### src/rtl/addsub_pipe.sv
// Pipelined adder/subtractor: the carry chain is cut into SLICE-bit stages with valid/ready flow control.
// Optional build macro ADDSUB_SATURATE_EN clamps z on signed overflow instead of wrapping.
module addsub_pipe #(
  parameter int WIDTH = 16,
  parameter int SLICE = 4
) (
  input  logic             clk,
  input  logic             rst_n,
  input  logic             in_valid,
  output logic             in_ready,
  input  logic [WIDTH-1:0] x,
  input  logic [WIDTH-1:0] y,
  input  logic             control,
  output logic             out_valid,
  input  logic             out_ready,
  output logic [WIDTH-1:0] z,
  output logic             cout,
  output logic             ovf,
  output logic             zero
);

  localparam int NSTAGE = (WIDTH + SLICE - 1) / SLICE;
  localparam int L      = NSTAGE - 1;

  // Each stage keeps the full operand/result words; stage k owns bits [k*SLICE +: SLICE].
  logic [WIDTH-1:0]  x_q [NSTAGE];
  logic [WIDTH-1:0]  x_d [NSTAGE];
  logic [WIDTH-1:0]  y_q [NSTAGE];
  logic [WIDTH-1:0]  y_d [NSTAGE];
  logic [WIDTH-1:0]  z_q [NSTAGE];
  logic [WIDTH-1:0]  z_d [NSTAGE];
  logic [NSTAGE-1:0] c_q, c_d;
  logic [NSTAGE-1:0] vld_q, vld_d;
  logic              ovf_q, ovf_d;
  logic              zero_q, zero_d;

  assign out_valid = vld_q[L];
  assign in_ready  = !(out_valid && !out_ready);
  assign z         = z_q[L];
  assign cout      = c_q[L];
  assign ovf       = ovf_q;
  assign zero      = zero_q;

  always_comb begin
    logic [WIDTH-1:0] xs, ys, zs;
    logic             cs, vs, xb, yb;
    int               p;
    xs = '0; ys = '0; zs = '0; cs = 1'b0; vs = 1'b0; xb = 1'b0; yb = 1'b0; p = 0;
    for (int k = 0; k < NSTAGE; k++) begin
      p = (k == 0) ? 0 : k - 1;
      if (k == 0) begin
        xs = x;
        ys = y ^ {WIDTH{control}};
        zs = '0;
        cs = control;
        vs = in_valid;
      end else begin
        xs = x_q[p];
        ys = y_q[p];
        zs = z_q[p];
        cs = c_q[p];
        vs = vld_q[p];
      end
      // Ripple only this stage's slice; the last slice may be narrower.
      for (int b = 0; b < SLICE; b++) begin
        if (k * SLICE + b < WIDTH) begin
          xb = xs[k*SLICE+b];
          yb = ys[k*SLICE+b];
          zs[k*SLICE+b] = xb ^ yb ^ cs;
          cs = (xb & yb) | (cs & (xb ^ yb));
        end
      end
      x_d[k]   = xs;
      y_d[k]   = ys;
      z_d[k]   = zs;
      c_d[k]   = cs;
      vld_d[k] = vs;
    end
    ovf_d = (x_d[L][WIDTH-1] == y_d[L][WIDTH-1]) && (z_d[L][WIDTH-1] != x_d[L][WIDTH-1]);
`ifdef ADDSUB_SATURATE_EN
    if (ovf_d)
      z_d[L] = x_d[L][WIDTH-1] ? {1'b1, {(WIDTH-1){1'b0}}} : {1'b0, {(WIDTH-1){1'b1}}};
`endif
    zero_d = (z_d[L] == '0);
  end

  // Whole pipeline advances together; a stalled output freezes every stage.
  always_ff @(posedge clk or negedge rst_n) begin
    if (!rst_n) begin
      for (int k = 0; k < NSTAGE; k++) begin
        x_q[k] <= '0;
        y_q[k] <= '0;
        z_q[k] <= '0;
      end
      c_q    <= '0;
      vld_q  <= '0;
      ovf_q  <= 1'b0;
      zero_q <= 1'b0;
    end else if (in_ready) begin
      x_q    <= x_d;
      y_q    <= y_d;
      z_q    <= z_d;
      c_q    <= c_d;
      vld_q  <= vld_d;
      ovf_q  <= ovf_d;
      zero_q <= zero_d;
    end
  end

endmodule

### config.mk
export PLATFORM = sky130hd
export DESIGN_NAME = addsub_pipe
export DESIGN_NICKNAME = d
export VERILOG_FILES = /design/src/rtl/addsub_pipe.sv
export SDC_FILE = /design/constraint.sdc
export NUM_CORES = 1
export LEC_CHECK = 0
export BUFFER_PORTS_ARGS = -buffer_cell sky130_fd_sc_hd__buf_2
export CORE_UTILIZATION = 57
export CTS_CLUSTER_DIAMETER = 150
export DETAILED_ROUTE_END_ITERATION = 10
export PLACE_DENSITY = 0.79
export SETUP_SLACK_MARGIN = 0.2
export SYNTH_ARGS = -nofsm -noshare
export SYNTH_HDL_FRONTEND = slang
export SYNTH_SLANG_ARGS = --single-unit
### constraint.sdc
create_clock -name clk -period 2.5 [get_ports clk]
set_input_delay 0 -clock clk [delete_from_list [all_inputs] [get_ports clk]]
set_output_delay 0 -clock clk [all_outputs]
set_load 0.05 [all_outputs]
==> Word level (Yosys, flattened, before mapping) <==
Index checks and enable logic that the tools add are counted.
{ "totals": {"register_bits": 146, "latchBits": 0, "ram_bits": 0, "rom_bits": 0, "memories": 0} }
{ "op_classes": {"add_sub_neg": 0, "n_mul": 0, "div_mod_pow": 0, "n_lt_le_gt_ge": 0, "n_eq_ne": 2, "n_shift": 0, "muxes": 0, "n_bitwise": 81, "reduce_logical": 5} }
{ "op_table": {"columns": ["op", "count"], "rows": [
  ["$and A1 B1 Y1", 32],
  ["$xor A1 B1 Y1", 32],
  ["$logic_not A16 Y1", 1],
  ["$or A1 B1 Y1", 16],
  ["$xor A16 B16 Y16", 1],
  ["$logic_and A1 B1 Y1", 2],
  ["$logic_not A1 Y1", 2],
  ["$eq A1 B1 Y1", 1],
  ["$ne A1 B1 Y1", 1]
]} }

==> Depth between registers and ports, before layout <==
{ "logic_depth": {"word_depth": 10, "ltp_mapped": 10, "mapped_depth_nobuf": 10} }

==> Worst setup path after synthesis <==
No wires, ideal clock.
{ "synth_path": {"kind": "register to register", "start": "reg x_q, in the netlist x_d[12]", "end": "reg zero_q (netlist: zero)", "setup_ns": 0.127, "arrival_ns": 2.162, "path_slack_ns": 0.211, "stages_incl_launch_ff": 11, "path_buffers": 0, "path_cell_list": "dfrtp_1 -> inv_1 -> fa_1 -> inv_1 -> fa_1 -> fa_1 -> inv_1 -> fa_1 -> nor4b_1 -> nand4_1 -> o21ai_0"} }
{ "synth_between": {"elab_chain_cells": 9, "elab_cells_between_ends": 13, "cone_classes": "bitwise: 12; reduce/logical: 1"} }
{ "synth_lines": {"columns": ["item", "line", "text"], "rows": [
  ["start, declared", "26", "logic [WIDTH-1:0] x_q [NSTAGE];"],
  ["start signal, assigned by index", "91", "x_q[k] <= '0;"],
  ["start signal, assigned", "100", "x_q <= x_d;"],
  ["$xor A1 B1 Y1", "69, 70", null],
  ["$and A1 B1 Y1", "70", "cs = (xb & yb) | (cs & (xb ^ yb));"],
  ["$or A1 B1 Y1", "70", null],
  ["$and A1 B1 Y1", "70", null],
  ["$or A1 B1 Y1", "70", null],
  ["$and A1 B1 Y1", "70", null],
  ["$or A1 B1 Y1", "70", null],
  ["$xor A1 B1 Y1", "69", "zs[k*SLICE+b] = xb ^ yb ^ cs;"],
  ["$logic_not A16 Y1 *", "84", "zero_d = (z_d[L] == '0);"],
  ["end signal, assigned", "106", "zero_q <= zero_d;"],
  ["end, declared", "35", "logic zero_q, zero_d;"]
]} }
Mark *: on every way between the ends. The rest lies on a longest branch, timed or not.
A chain may end at the register's enable or synchronous reset.

==> Worst setup path after layout <==
Same ends and word-level chain as after synthesis.

==> report_table.html <==
<table>
<tr><th>Metric</th><th>Value</th></tr>
<tr><th colspan="2">Synth</th></tr>
<tr><td>Post-synthesis instance total</td><td>442</td></tr>
<tr><td>Average cell area after synthesis</td><td>slightly below 10 µm²</td></tr>
<tr><td>Syn. warnings</td><td>0</td></tr>
<tr><td>Number of distinct library cells after synthesis</td><td>24</td></tr>
<tr><td>Share of the yosys chip area belonging to registers</td><td>0.561</td></tr>
<tr><td>Number of register bits inferred by synthesis</td><td>98</td></tr>
<tr><td>Cell area after synthesis</td><td>roughly 4400 µm²</td></tr>
<tr><td>Synth Net Count</td><td>just under 500</td></tr>
<tr><th colspan="2">Status</th></tr>
<tr><td>Status</td><td>finished, final reports clean</td></tr>
<tr><th colspan="2">Power and ir drop</th></tr>
<tr><td>VDD IR-drop max</td><td>0.000560 V</td></tr>
<tr><td>Sw Share</td><td>0.419</td></tr>
<tr><td>Static Leak</td><td>roughly 2.6 nW</td></tr>
<tr><td>Combinational Power Share</td><td>0.421</td></tr>
<tr><td>Net switching power of the design</td><td>roughly 2.7 mW</td></tr>
<tr><td>Portion of total power attributed to the clock network</td><td>0.162</td></tr>
<tr><td>Sequential power share</td><td>0.417</td></tr>
<tr><td>Power after layout</td><td>around 6.5 mW</td></tr>
<tr><td>Total power per unit cell area</td><td>roughly 1300 nW/µm²</td></tr>
<tr><td>Cell internal power dissipation</td><td>around 3.8 mW</td></tr>
<tr><th colspan="2">Layout</th></tr>
<tr><td>Final core utilization</td><td>0.703</td></tr>
<tr><td>Share of final-layout standard cells stronger than drive strength 1</td><td>0.215</td></tr>
<tr><td>Number of antenna cells inserted</td><td>0</td></tr>
<tr><td>Commonest non-fill, non-tap cell in the layout</td><td>sky130_fd_sc_hd__nand2_1</td></tr>
<tr><td>Area of all placed cells without fillers</td><td>between 5000 and 6000 µm²</td></tr>
<tr><td>Final #Nets</td><td>between 500 and 600</td></tr>
<tr><td>Final std cells w/o fill</td><td>625</td></tr>
<tr><td>Highest-count cells in the layout ignoring fill and taps</td><td>sky130_fd_sc_hd__nand2_1, sky130_fd_sc_hd__dfrtp_1, sky130_fd_sc_hd__buf_2</td></tr>
<tr><td>Area grow syn2layout</td><td>18.0%</td></tr>
<tr><th colspan="2">CTS</th></tr>
<tr><td>Clock latency at the later pin of the worst-skew pair</td><td>approximately 0.35 ns</td></tr>
<tr><td>Count of H-tree levels built during CTS</td><td>3</td></tr>
<tr><td>TritonCTS clock tree</td><td>built</td></tr>
<tr><td>Num CTS Buffers</td><td>9</td></tr>
<tr><td>Clock input transition at the sequential cells of the worst setup and hold paths</td><td>0.10 ns</td></tr>
<tr><td>Clock tree sinks</td><td>~100</td></tr>
<tr><td>Maximum clock insertion buffer count</td><td>2</td></tr>
<tr><td>Root Buffer</td><td>sky130_fd_sc_hd__clkbuf_8</td></tr>
<tr><th colspan="2">Placement</th></tr>
<tr><td>Cell Count Post-Placement</td><td>579</td></tr>
<tr><td>Placed wire-length estimate after detailed placement</td><td>roughly 5000 µm</td></tr>
<tr><td>Global placer's final weighted congestion</td><td>0.779</td></tr>
<tr><td>Pre-CTS setup slack</td><td>between 0.003 and 0.004 ns</td></tr>
<tr><td>Placed Instance Area</td><td>4620 µm²</td></tr>
<tr><td>Count of port buffers added during placement</td><td>57</td></tr>
<tr><th colspan="2">Floorplan</th></tr>
<tr><td>Area of the core</td><td>7330 µm²</td></tr>
<tr><td>Die Y-Extent</td><td>89.6 µm</td></tr>
<tr><td>Horizontal extent of the die</td><td>between 80 and 90 µm</td></tr>
<tr><td>Die outline area</td><td>roughly 8000 µm²</td></tr>
<tr><td>Initial core utilization</td><td>0.596</td></tr>
<tr><td># rows</td><td>31</td></tr>
<tr><td>Count of boundary I/O pins</td><td>between 50 and 60</td></tr>
<tr><th colspan="2">Worst hold path</th></tr>
<tr><td>Worst Hold Class</td><td>input port to flip-flop</td></tr>
<tr><th colspan="2">Setup path</th></tr>
<tr><td>Kind of critical path</td><td>flip-flop to flip-flop</td></tr>
<tr><td>Arrival time of data at the critical path endpoint</td><td>around 2.7 ns</td></tr>
<tr><td>Kind of end point of the critical path</td><td>flip-flop</td></tr>
<tr><td>Data required time at the worst endpoint</td><td>~2.8 ns</td></tr>
<tr><td>Critical path fanouts, max</td><td>3</td></tr>
<tr><td>Worst setup SP type</td><td>flip-flop</td></tr>
<tr><th colspan="2">GRT</th></tr>
<tr><td>Initial antenna violation count</td><td>0</td></tr>
<tr><td>Overall track demand over capacity in global routing</td><td>0.221</td></tr>
<tr><td>Via count of the first global-routing pass</td><td>just under 3k</td></tr>
<tr><td>Largest net degree at the start of global routing</td><td>87</td></tr>
<tr><td>Leftover overflow at the end of global routing</td><td>0</td></tr>
<tr><td>First-pass GRT wire length</td><td>between 10000 and 15000 µm</td></tr>
<tr><th colspan="2">STA</th></tr>
<tr><td>Number of slew-limit violations in the final report</td><td>0</td></tr>
<tr><td>Minimum period implied by the final worst setup slack</td><td>roughly 2.4 ns</td></tr>
<tr><td>Hold Worst Slack</td><td>between 0.02 and 0.03 ns</td></tr>
<tr><td>Period utilization</td><td>0.970</td></tr>
<tr><td>Transition time at the pin with the least slew margin</td><td>a little over 0.8 ns</td></tr>
<tr><td>Fin Setup TNS</td><td>0 ns</td></tr>
<tr><td>RSZ-0062 raised after global routing</td><td>yes</td></tr>
<tr><td>Final setup skew</td><td>between 0.009 and 0.01 ns</td></tr>
<tr><td>Highest clock rate</td><td>roughly 0.41 GHz</td></tr>
<tr><td>Final critical-path setup slack</td><td>around 0.076 ns</td></tr>
<tr><td>Max-slew headroom</td><td>0.459</td></tr>
<tr><td>Hold violation total from the final report</td><td>0</td></tr>
<tr><td>Setup-violating endpoint count in the final report</td><td>0</td></tr>
<tr><th colspan="2">Route</th></tr>
<tr><td>Routed Wire Length</td><td>7880 µm</td></tr>
<tr><td>Initial DRC count</td><td>between 150 and 200</td></tr>
<tr><td>DR pass1 iterations</td><td>4</td></tr>
<tr><td>Via Count</td><td>3065</td></tr>
<tr><td>Post-route DRC violation count</td><td>0</td></tr>
<tr><td>Number of nets with antenna violations after routing</td><td>0</td></tr>
<tr><td>Vias/cell</td><td>4.90</td></tr>
<tr><td>WL/cell</td><td>roughly 13 µm</td></tr>
<tr><th colspan="2">Job</th></tr>
<tr><td>Number of violations of the max-capacitance limit</td><td>0</td></tr>
</table>
-- path summary, 6_finish.rpt --
path,startpoint,to,slack [ns],cells past startpoint
min in group asynchronous,rst_n,x_d[43],0.26,2
max reg2reg,x_d[12],zero,0.08,10
max in group asynchronous,rst_n,y_d[46],1.58,3
max,x_d[12],zero,0.08,10
min,x[3],z_d[35],0.03,4
min reg2reg,z[0],z[0],0.47,2
-- logic make-up after synthesis --
logic type,synth area share
AOI/OAI and AO/OA,0.0524
xor gates and xnor gates,0.0341
adders and majority gates,0.0716
buffers and inverters,0.0730
DFF,0.561
muxes,0.00229
and+or+nand+nor,0.206
-- synthesized netlist by cell type --
library cell,instances,area share
sky130_fd_sc_hd__o21ai_1,10,0.011
sky130_fd_sc_hd__xor2_1,4,0.0080
sky130_fd_sc_hd__fa_1,15,0.069
sky130_fd_sc_hd__buf_4,6,0.010
sky130_fd_sc_hd__nand2_1,206,0.18
sky130_fd_sc_hd__o21ai_0,15,0.017
sky130_fd_sc_hd__dfrtp_1,98,0.56
sky130_fd_sc_hd__xnor2_1,13,0.026
sky130_fd_sc_hd__nor4b_1,2,0.0040
sky130_fd_sc_hd__nor4_1,2,0.0029
sky130_fd_sc_hd__clkbuf_1,1,0.00086
sky130_fd_sc_hd__o31ai_1,1,0.0017
sky130_fd_sc_hd__nor2_2,11,0.016
sky130_fd_sc_hd__mux2i_1,1,0.0023
sky130_fd_sc_hd__buf_6,11,0.028
sky130_fd_sc_hd__inv_4,1,0.0014
sky130_fd_sc_hd__nand4_1,1,0.0014
sky130_fd_sc_hd__nand2b_1,1,0.0014
sky130_fd_sc_hd__ha_1,1,0.0029
sky130_fd_sc_hd__a21oi_2,11,0.022
sky130_fd_sc_hd__inv_1,24,0.021
sky130_fd_sc_hd__buf_8,2,0.0069
sky130_fd_sc_hd__buf_2,4,0.0046
sky130_fd_sc_hd__nor2b_4,1,0.0031
-- power by group through the flow --
stage	Clock [mW]	Sequential [mW]	Combinational, mW
global placement	0	2.69	2.50
finish	1.05	2.72	2.75
CTS	1.07	2.71	2.75
detailed placement	0	2.73	2.61
global route	1.13	2.81	3.10
floorplan	0	3.17	1.62
-- state kept, by name (all words and copies together) (netlist names) --
register	count
x_d	24
y_d	24
z_d	24
z	16
c_q	4
vld_q	4
ovf	1
zero	1
-- layer usage --
layer  part of all wire  GRT usage  vias to the layer above  wire, µm
met4              0.021     0.0909                        0       163
met5                  0          0                        -         0
met3              0.036     0.0332                       12       282
met1               0.44      0.295                     1484      3500
li1                   -          -                     1502         -
met2               0.50      0.364                       67      3930
-- critical path, cell delays in order, from the launching register on --
cell	delay (ns)
sky130_fd_sc_hd__dfrtp_1	0.36
sky130_fd_sc_hd__inv_2	0.05
sky130_fd_sc_hd__fa_2	0.38
sky130_fd_sc_hd__inv_2	0.07
sky130_fd_sc_hd__fa_2	0.19
sky130_fd_sc_hd__fa_2	0.20
sky130_fd_sc_hd__inv_2	0.04
sky130_fd_sc_hd__fa_2	0.55
sky130_fd_sc_hd__nor4b_4	0.20
sky130_fd_sc_hd__nand4_1	0.15
sky130_fd_sc_hd__o21ai_1	0.16
-- layout make-up --
cell class | instances | area (µm²)
clock buffer | 11 | 151
timing repair buffer | 92 | 646
sequential | 98 | 2450
fill | 541 | 2170
multi-input combinational | 295 | 1620
tap | 99 | 124
clock inverter | 5 | 62.6
inverter | 25 | 96.3
-- timing repair --
item | CTS | global route
pin swaps | 2 | 1
buffers inserted | 2 | 0
hold buffers | 28 | 0
setup endpoints to repair | 2 | 3
gates resized for setup | 10 | 1
hold endpoints to repair | 84 | 0
No activity file was read; power rests on OpenSTA's default activity.
